--- src/rtl/im_fetch_pkg.sv ---
// Shared definitions for the instruction-fetch stage: FSM encoding, defaults
// and the IF/ID register payload.
package im_fetch_pkg;

   localparam logic [31:0] RESET_PC_DEF  = 32'h0000_0000;
   localparam logic [31:0] NOP_INSTR_DEF = 32'h0000_0000;

   typedef enum logic {
      S_RUN  = 1'b0,
      S_MISS = 1'b1
   } fetch_state_e;

   typedef struct packed {
      logic        valid;
      logic [31:0] instr;
      logic [31:0] pc;
      logic [31:0] pc4;
   } if_id_t;

endpackage

--- src/rtl/im_fetch_if_id_reg.sv ---
// IF/ID pipeline register. Flush turns the slot into a bubble (valid=0, NOP)
// while keeping the address fields; neither load nor flush means hold.
module im_fetch_if_id_reg
   import im_fetch_pkg::*;
#(
   parameter logic [31:0] NOP_INSTR = NOP_INSTR_DEF
) (
   input  logic   clk,
   input  logic   rst_n,
   input  logic   load,
   input  logic   flush,
   input  if_id_t load_val,
   output if_id_t if_id
);

   if_id_t if_id_q;
   if_id_t if_id_d;

   always_comb begin
      if_id_d = if_id_q;
      if (flush) begin
         if_id_d.valid = 1'b0;
         if_id_d.instr = NOP_INSTR;
      end else if (load) begin
         if_id_d = load_val;
      end
   end

   always_ff @(posedge clk or negedge rst_n) begin
      if (!rst_n) begin
         if_id_q <= '{valid: 1'b0, instr: NOP_INSTR, pc: 32'h0, pc4: 32'h0};
      end else begin
         if_id_q <= if_id_d;
      end
   end

   assign if_id = if_id_q;

endmodule

--- src/rtl/im_fetch.sv ---
// Instruction-fetch stage: owns the PC, holds it through cache misses, and
// feeds the IF/ID register. Redirect beats stall beats hit beats miss.
module im_fetch
   import im_fetch_pkg::*;
#(
   parameter logic [31:0] RESET_PC  = RESET_PC_DEF,
   parameter logic [31:0] NOP_INSTR = NOP_INSTR_DEF,
   parameter int          CNT_W     = 32
) (
   input  logic             clk,
   input  logic             rst_n,
   output logic [31:0]      im_addr,
   input  logic             im_hit,
   input  logic [31:0]      im_data,
   input  logic             id_stall,
   input  logic             redirect,
   input  logic [31:0]      redirect_pc,
   output logic             if_valid,
   output logic [31:0]      if_instr,
   output logic [31:0]      if_pc,
   output logic [31:0]      if_pc4,
   output logic             miss_busy,
   output logic             align_err,
   output logic [CNT_W-1:0] fetch_cnt,
   output logic [CNT_W-1:0] miss_cnt
);

   localparam logic [CNT_W-1:0] CNT_ONE = {{(CNT_W-1){1'b0}}, 1'b1};
   localparam logic [CNT_W-1:0] CNT_MAX = {CNT_W{1'b1}};

   logic [31:0]      pc_q, pc_d, pc_plus4;
   fetch_state_e     state_q, state_d;
   logic             miss_busy_q, miss_busy_d;
   logic             align_err_q, align_err_d;
   logic [CNT_W-1:0] fetch_cnt_q, fetch_cnt_d;
   logic [CNT_W-1:0] miss_cnt_q, miss_cnt_d;
   logic             ifid_load, ifid_flush;
   if_id_t           ifid_in, ifid;

   assign pc_plus4 = pc_q + 32'd4;

   always_comb begin
      pc_d        = pc_q;
      state_d     = state_q;
      align_err_d = align_err_q;
      fetch_cnt_d = fetch_cnt_q;
      miss_cnt_d  = miss_cnt_q;
      ifid_load   = 1'b0;
      ifid_flush  = 1'b0;
      ifid_in     = '{valid: 1'b1, instr: im_data, pc: pc_q, pc4: pc_plus4};

      if (redirect) begin
         // A pending miss is simply abandoned; the cache sees the new address next cycle.
         pc_d       = redirect_pc;
         ifid_flush = 1'b1;
         state_d    = S_RUN;
         if (redirect_pc[1:0] != 2'b00) begin
            align_err_d = 1'b1;
         end
      end else if (id_stall) begin
         // Everything holds; a fill still completes in the cache and re-hits later.
         pc_d = pc_q;
      end else if (im_hit) begin
         ifid_load = 1'b1;
         pc_d      = pc_plus4;
         state_d   = S_RUN;
         if (fetch_cnt_q != CNT_MAX) begin
            fetch_cnt_d = fetch_cnt_q + CNT_ONE;
         end
      end else begin
         ifid_flush = 1'b1;
         state_d    = S_MISS;
         if (miss_cnt_q != CNT_MAX) begin
            miss_cnt_d = miss_cnt_q + CNT_ONE;
         end
      end

      miss_busy_d = (state_d == S_MISS);
   end

   always_ff @(posedge clk or negedge rst_n) begin
      if (!rst_n) begin
         pc_q        <= RESET_PC;
         state_q     <= S_RUN;
         miss_busy_q <= 1'b0;
         align_err_q <= 1'b0;
         fetch_cnt_q <= '0;
         miss_cnt_q  <= '0;
      end else begin
         pc_q        <= pc_d;
         state_q     <= state_d;
         miss_busy_q <= miss_busy_d;
         align_err_q <= align_err_d;
         fetch_cnt_q <= fetch_cnt_d;
         miss_cnt_q  <= miss_cnt_d;
      end
   end

   im_fetch_if_id_reg #(
      .NOP_INSTR (NOP_INSTR)
   ) u_if_id_reg (
      .clk      (clk),
      .rst_n    (rst_n),
      .load     (ifid_load),
      .flush    (ifid_flush),
      .load_val (ifid_in),
      .if_id    (ifid)
   );

   assign im_addr   = pc_q;
   assign if_valid  = ifid.valid;
   assign if_instr  = ifid.instr;
   assign if_pc     = ifid.pc;
   assign if_pc4    = ifid.pc4;
   assign miss_busy = miss_busy_q;
   assign align_err = align_err_q;
   assign fetch_cnt = fetch_cnt_q;
   assign miss_cnt  = miss_cnt_q;

endmodule

--- config.mk ---
export PLATFORM = sky130hd
export DESIGN_NAME = im_fetch
export DESIGN_NICKNAME = d
export VERILOG_FILES = /design/src/rtl/im_fetch_pkg.sv /design/src/rtl/im_fetch_if_id_reg.sv /design/src/rtl/im_fetch.sv
export SDC_FILE = /design/constraint.sdc
export NUM_CORES = 1
export LEC_CHECK = 0
export CAP_MARGIN = 25
export CORE_AREA = 2 2 135 137
export DETAILED_ROUTE_END_ITERATION = 8
export DIE_AREA = 0 0 137 139
export HOLD_SLACK_MARGIN = 0.1
export PLACE_DENSITY = 0.93
export SLEW_MARGIN = 15
export SYNTH_ARGS = -nofsm -noshare
export SYNTH_HDL_FRONTEND = slang
export SYNTH_SLANG_ARGS = --single-unit
--- constraint.sdc ---
create_clock -name clk -period 6 [get_ports clk]
set_input_delay 1.2 -clock clk [delete_from_list [all_inputs] [get_ports clk]]
set_output_delay 1.2 -clock clk [all_outputs]
set_load 0.005 [all_outputs]
==> results of run 1 <==
[layout make-up]
class / count / area, sq um / area share, %
clock buffer: 18 / 429.2 / 3.460
clock inverter: 14 / 203.9 / 1.644
inverter: 4 / 15.01 / 0.1211
multi-input combinational: 638 / 3963 / 31.95
sequential: 193 / 4830 / 38.94
tap: 229 / 286.5 / 2.310
timing repair buffer: 269 / 2676 / 21.58
[per-layer routing]
metal | GRT usage, % | vias up | routed length [microns]
met5 | 0 | - | 0
met4 | 9.441 | 0 | 609
met3 | 5.154 | 49 | 1457
met2 | 44.75 | 284 | 12570
met1 | 34.18 | 3748 | 10210
li1 | - | 3521 | -
[critical path, stage by stage]
cell,delay (ns)
clkdlybuf4s50_1,0.58
nor2b_2,0.18
buf_4,0.29
nand2b_4,0.56
a31oi_2,0.71
nand4b_1,0.21
xnor2_1,0.23
[worst max path at each step]
| stage | start | endpoint | depth (start not counted) | slack, ns |
|---|---|---|---|---|
| 5_1_grt | im_hit | fetch_cnt[15] | 7 | 2.15 |
| 3_3_place_gp | im_hit | fetch_cnt[17] | 7 | 2.09 |
| 2_1_floorplan | id_stall | miss_cnt[26] | 5 | 3.57 |
| 3_5_place_dp | im_hit | fetch_cnt[15] | 7 | 2.00 |
| 6_report | im_hit | fetch_cnt[15] | 7 | 2.36 |
| 4_1_cts | im_hit | fetch_cnt[15] | 7 | 2.44 |
[cells in the final DEF (no fill, tap or decap), types with 2 or more instances in the layout]
cell type	Yosys	layout
clkdlybuf4s50_1	0	261
nand2_1	208	208
dfrtp_1	193	193
xnor2_1	61	61
xor2_1	53	53
o21ai_0	52	52
nand3_1	45	45
nand4_1	37	37
a22o_1	32	32
nor2_1	25	25
clkbuf_16	0	17
and3_1	16	16
nor3_1	16	16
and4_1	15	15
nor4_1	13	13
mux2_2	7	7
and2_1	6	6
buf_4	7	6
nor4_2	5	5
nor3_2	4	4
inv_1	4	4
nand4_2	4	4
o21ai_1	4	4
bufinv_16	0	4
nand3_2	3	3
ha_1	3	3
clkinv_4	0	3
nor2b_2	0	2
and4_4	2	2
nand2b_1	3	2
nor4_4	2	2
or2_2	2	2
inv_6	0	2
clkinv_2	0	2
inv_8	0	2
[power breakdown]
part / switching [mW] / total (mW) / internal, mW
combinational: 0.239 / 0.602 / 0.363
clock: 0.520 / 1.23 / 0.707
sequential: 0.143 / 1.58 / 1.43
[flip-flops by register name (all words and copies together) (netlist names)]
name / cells
align_err: 1
u_if_id_reg.if_id: 95
im_addr: 32
miss_cnt: 32
miss_busy: 1
fetch_cnt: 32
[kinds of logic (layout without fill, tap and decap cells)]
| family | after synthesis | after routing | share of synthesized area [%] |
|---|---|---|---|
| multiplexers | 8 | 8 | 0.9825 |
| adder cells (fa/ha/maj) | 3 | 3 | 0.4152 |
| flip-flops | 193 | 193 | 53.41 |
| AO/OA/AOI/OAI | 96 | 96 | 7.209 |
| buffers and inverters | 58 | 305 | 2.906 |
| XOR/XNOR | 114 | 114 | 11.04 |
| AND/OR/NAND/NOR | 417 | 417 | 24.04 |
[cells in the mapped netlist (all sizes together)]
cell     instances  area, sq um
nand2          208        780.8
dfrtp          193         4830
xnor2           61        534.3
o21ai           56        280.3
xor2            53        464.2
nand3           48        255.3
nand4           42        302.8
clkbuf          33        127.6
a22o            32        280.3
nor2            26        105.1
buf             21        120.1
nor3            21        136.4
nor4            20        186.4
and4            17        153.9
and3            16        100.1
mux2             7        78.83
and2             6        37.54
inv              4        15.01
ha               3        37.54
nand2b           3        18.77
nor2b            3        18.77
nor4b            2        38.78
or2              2        12.51
or3              2        17.52
a2111oi          1        8.760
a21boi           1        7.510
a21oi            1        5.000
a31oi            1        12.51
mux2i            1        10.01
nand4b           1        8.760
o211ai           1        21.27
o21a             1        7.510
o21bai           1        7.510
o31ai            1        21.27
[metrics by stage]
| stage | std cells | utilization (%) | total power [mW] | area (sq um) | hold WS (ns) |
|---|---|---|---|---|---|
| after detailed placement | 1333 | 66.66 | 2.197 | 11770 | 0.4627 |
| after floorplan | 889 | - | 1.777 | 9042 | 0.4581 |
| final | 1365 | 70.25 | 3.405 | 12400 | 0.4773 |
| after global routing | 1365 | 70.25 | 3.543 | 12400 | 0.5034 |
| after CTS | 1365 | 70.25 | 3.422 | 12400 | 0.4797 |
| after global placement | 1333 | 66.66 | 2.172 | 11770 | 0.4510 |
==> results.md, run 1 <==
* Status: completed
* TNS Setup at 0 ns
* Synth warnings at 0
* 1st-pass router iterations at 5
* Cell count after synthesis at between 800 and 900
* Critical path capture point type: flip-flop
* Sequential fraction of the synthesis area at a little over half
* Remaining global-route overflow at 0
* CP max FO at 95
* Initial core utilization at 51.21%
* Fin nets at around 1,200
* Vias in the first global route at 7,796
* Relative slew margins at a little over a third
* Final HPWL DP at approximately 17,000 microns
* CTS buffer count at 17
* Global placement routability congestion at about 0.85
* Net Count, Synth at roughly 960
* Final hold violations at 0
* CTS max path bufs at 2
* Vias at around 7,600
* Crit path required time at roughly 6.3 ns
* Routed Wire Length at roughly 25,000 microns
* # fillers at ~1,300
* Setup ws final at about 2.4 ns
* Die height at 139 microns
* Layout area overhead at 37.17%
* FF-to-FF Start: miss_cnt[0]
* Top-Level Pins at 264
* Hold depth at 2
* Initial drt markers at 570
* Reg2reg end: miss_cnt[1]
* P_leak at approximately 5.3 nW
* Share of cells above drive strength 1 at a little over 7%
* Final ANT Viol Nets at 0
* Cts repair resizes at 0
* Wire length per cell at about 18 microns
* PwrDens at 274.5 nW/um^2
* DRC at 0
* CTS tree: built
* Initial antenna violation count at 0
* Final cycle utilization of the critical path at about three fifths
* Vias/cell at around 5.6
* Setup crit start kind: input pin
* Worst Max-Slew Pin Slew at around 0.95 ns
* Crit path DAT at between 3 and 4 ns
* Mapped Area at 9042 sq um
* Setup Viol. Count Final at 0
* Flop-to-flop setup slack at about 3.2 ns
* Cell variety after synth at 49
* Clock Tree Root: clkbuf_16
* Row count at 49
* RSZ-0062 raised after global routing: no
* CTS sink cnt at 193
* Die ar. at between 15,000 and 20,000 sq um
* Seq cells post-synth at ~190
* Diodes inserted at 0
* Fmax at approximately 270 MHz
* Die width at ~140 microns
* Clock latency on the worst-skew pair at 0.43 ns
* WS Path Type: in2reg
* Worst Skew at ~0.013 ns
* Syn Area/Cell at 10.17 sq um
* Reg2Reg Depth at 6
* Post-CTS setup buffer count at 0
* Largest net degree at the start of global routing at around 100
* Min-delay src: u_if_id_reg.if_id[47]
* CTS Hold Bufs at 0
* CTS H-Tree Depth at 4
* Max_cap viols at 0
* Fin. max-slew vios at 0
* Core area at roughly 18,000 sq um
* Peak supply drop at a little under 0.0002 V
* Clk slew on worst S/H paths at about 0.07 ns
* Placement Setup Slack at between 1.5 and 2 ns
* Worst hold-check path type: reg2reg
* First-pass GRT wire length at around 40,000 microns
* Hold Path Sink: u_if_id_reg.if_id[47]
* GRT Util Overall at 26.62%
* Final min period at between 3 and 4 ns
* Port Buffers at about 260
Power figures use the tool's default switching activity.
==> run 2: changes to the inputs <==
--- a/config.mk
+++ b/config.mk
@@ -6,11 +6,11 @@
 export NUM_CORES = 1
 export LEC_CHECK = 0
 export CAP_MARGIN = 25
-export CORE_AREA = 2 2 135 137
+export CORE_AREA = 2 2 141 143
 export DETAILED_ROUTE_END_ITERATION = 8
-export DIE_AREA = 0 0 137 139
+export DIE_AREA = 0 0 143 145
 export HOLD_SLACK_MARGIN = 0.1
-export PLACE_DENSITY = 0.93
+export PLACE_DENSITY = 0.87
 export SLEW_MARGIN = 15
 export SYNTH_ARGS = -nofsm -noshare
 export SYNTH_HDL_FRONTEND = slang
==> constraint.sdc (replaced) <==
create_clock -name clk -period 3.5 [get_ports clk]
set_input_delay 0.7 -clock clk [delete_from_list [all_inputs] [get_ports clk]]
set_output_delay 0.7 -clock clk [all_outputs]
set_load 0.005 [all_outputs]
==> run 2 against run 1 <==
Net effect: total power up 64%; clock power up 50%; first-iteration DRC count is 28% lower; critical path depth decreased by 1; non-clock buffer count increased by 7; final cell count rose by 3.2%; global-route usage fell by 2.6 points; sequential share of layout area is 0.079 points lower; highest routed layer unchanged.
==> results.md, run 2 (synthesized netlist as in run 1, its figures left out) <==
* Clock latency on the worst-skew pair at 0.43 ns (about the same)
* Global placement routability congestion at 0.8296 (was 0.8457)
* Vias in the first global route at 7,554 (was 7,796)
* Vias/cell at 5.406 (was 5.569)
* Vias at 7,612 (was 7,602)
* Fin area at 12,430 sq um (was 12,400 sq um)
* Initial core utilization at 47.08% (was 51.21%)
* Final min period at 2.477 ns
* Cts repair resizes at 0 (unchanged)
* Final cycle utilization of the critical path at a little over two thirds
* GRT Util Overall at 24.04% (was 26.62%)
* Peak supply drop at 0.0003078 V (was 0.0001971 V)
* CTS buffer count at 17 (unchanged)
* Relative slew margins at 53.07% (was 36.58%)
* Final ANT Viol Nets at 0 (unchanged)
* Die ar. at 20,740 sq um (was 19,040 sq um)
* Critical path capture point type: flip-flop (unchanged)
* Hold WS at 0.3160 ns (was 0.4773 ns)
* PwrDens at 448.2 nW/um^2 (was 274.5 nW/um^2)
* CTS tree: built (unchanged)
* Cells after DPL at 1,376 (was 1,333)
* Die height at 145 microns (was 139 microns)
* Worst Max-Slew Pin Slew at 0.7040 ns (was 0.9513 ns)
* Most common cell after layout, fill and taps aside: clkdlybuf4s50_1 (unchanged)
* Top-Level Pins at 264 (unchanged)
* Reg2Reg Depth at 6 (unchanged)
* Status: completed (unchanged)
* Clock Tree Root: clkbuf_16 (unchanged)
* Fin nets at 1,202 (was 1,195)
* Diodes inserted at 0 (unchanged)
* Initial antenna violation count at 0 (unchanged)
* Largest register FFs at 95 (unchanged)
* Placement Setup Slack at 0.6396 ns (was 1.995 ns)
* CTS sink cnt at 193 (unchanged)
* Final HPWL DP at 17,500 microns (was 17,110 microns)
* Core area at 19,210 sq um (was 17,660 sq um)
* Final hold violations at 0 (unchanged)
* P_leak at 5.296 nW (was 5.299 nW)
* Initial drt markers at 411 (was 570)
* DRC at 0 (unchanged)
* Setup crit start kind: input pin (unchanged)
* Share of cells above drive strength 1 at 7.612% (was 7.042%)
* First-pass GRT wire length at 39,740 microns (was 40,140 microns)
* Max_cap viols at 0 (unchanged)
* Layout area overhead at 37.44% (was 37.17%)
* RSZ-0062 raised after global routing: no (unchanged)
* TNS Setup at 0 ns (unchanged)
* Post-Layout Cell Count at 1,408 (was 1,365)
* CTS Hold Bufs at 0 (unchanged)
* Remaining global-route overflow at 0 (unchanged)
* WS Path Type: in2reg (unchanged)
* Worst path depth at 6 (was 7)
* Routed Wire Length at 24,550 microns (was 24,850 microns)
* Port Buffers at 263 (unchanged)
* CTS H-Tree Depth at 4 (unchanged)
* Post-CTS setup buffer count at 0 (unchanged)
* Wire length per cell at 17.43 microns (was 18.21 microns)
* CP max FO at 10 (was 95)
* Worst hold-check path type: in2async (was reg2reg)
* Die width at 143 microns (was 137 microns)
* Placed cell area at 11,880 sq um (was 11,770 sq um)
* Delay-heaviest family, CP: simple AND/OR/NAND/NOR gates (unchanged)
* Fin. max-slew vios at 0 (unchanged)
* Crit-path max cell delay at 0.58 ns (was 0.71 ns)
* Setup ws final at 1.023 ns (was 2.355 ns)
* Fmax at roughly 400 MHz
* Largest net degree at the start of global routing at 85 (was 102)
* Clk slew on worst S/H paths at 0.07 ns (about the same)
* Worst-path cell with the longest stage delay: clkdlybuf4s50_1 (was a31oi_2)
* Crit path DAT at 2.82 ns (was 3.98 ns)
* Crit path required time at 3.84 ns (was 6.34 ns)
* Buf/Inv on CP at 1 (was 2)
* Row count at 51 (was 49)
* Setup Viol. Count Final at 0 (unchanged)
* CTS max path bufs at 2 (unchanged)
* CP cell instances: clkdlybuf4s50_1 -> nor3_2 -> and4_1 -> nand3_2 -> nor4b_2 -> xor2_1 (was clkdlybuf4s50_1 -> nor2b_2 -> buf_4 -> nand2b_4 -> a31oi_2 -> nand4b_1 -> xnor2_1)
* Worst Skew at 0.008919 ns (was 0.01316 ns)
* Most used cells in the layout excluding fill and tap cells: 261 x clkdlybuf4s50_1, 208 x nand2_1, 193 x dfrtp_1 (unchanged)
* 1st-pass router iterations at 5 (unchanged)
-- run 2: cell count changes in the layout (fill, tap and decap cells not counted), moves of 2 or more --
cell	change
buf_4	+6
bufinv_16	-4
clkbuf_8	+3
clkinv_4	-3
clkinv_2	+2
clkinvlp_4	+2
inv_6	+2
inv_8	-2
-- run 2: routing by layer --
| metal | track usage, % | vias to the layer above | wire (microns) |
|---|---|---|---|
| li1 | - | 3538 | - |
| met1 | 31.30 | 3725 | 10290 |
| met2 | 38.97 | 304 | 11990 |
| met3 | 5.017 | 45 | 1552 |
| met4 | 9.950 | 0 | 718 |
| met5 | 0 | - | 0 |
-- run 2: stage by stage --
| stage | util, % | power (mW) |
|---|---|---|
| after floorplan | - | 3.046 |
| after global placement | 61.85 | 3.730 |
| after detailed placement | 61.85 | 3.773 |
| after CTS | 64.71 | 5.622 |
| after global routing | 64.71 | 5.828 |
| final | 64.71 | 5.571 |
-- run 2: report_power, final --
group,switching (mW),internal (mW),total [mW]
registers,0.235,2.46,2.69
clock network,0.868,0.972,1.84
logic,0.410,0.630,1.04
-- run 2: layout make-up --
class                      instances  area [sq um]
inverter                           4         15.01
tap                              265         331.6
fill                            1476          6779
timing repair buffer             276          2741
clock buffer                      21         470.5
clock inverter                    11         77.57
multi-input combinational        638          3963
sequential                       193          4830
-- run 2: path summary, 6_finish.rpt --
kind,startpoint,slack (ns),endpoint
min in group clk,u_if_id_reg.if_id[60],0.47,u_if_id_reg.if_id[60]
min,rst_n,0.32,fetch_cnt[1]
min reg2reg,u_if_id_reg.if_id[60],0.47,u_if_id_reg.if_id[60]
max,id_stall,1.02,miss_cnt[27]
max in group asynchronous,rst_n,2.35,u_if_id_reg.if_id[12]
max reg2reg,im_addr[2],1.05,im_addr[28]
-- run 2: worst register-to-register path, cell delays in order (launching register included) --
cell and delay, ns:
dfrtp_1 0.53, ha_1 0.30, nand3_1 0.27, nor4_4 0.59, nand4_1 0.21, xnor2_1 0.17
mux2_2 0.26
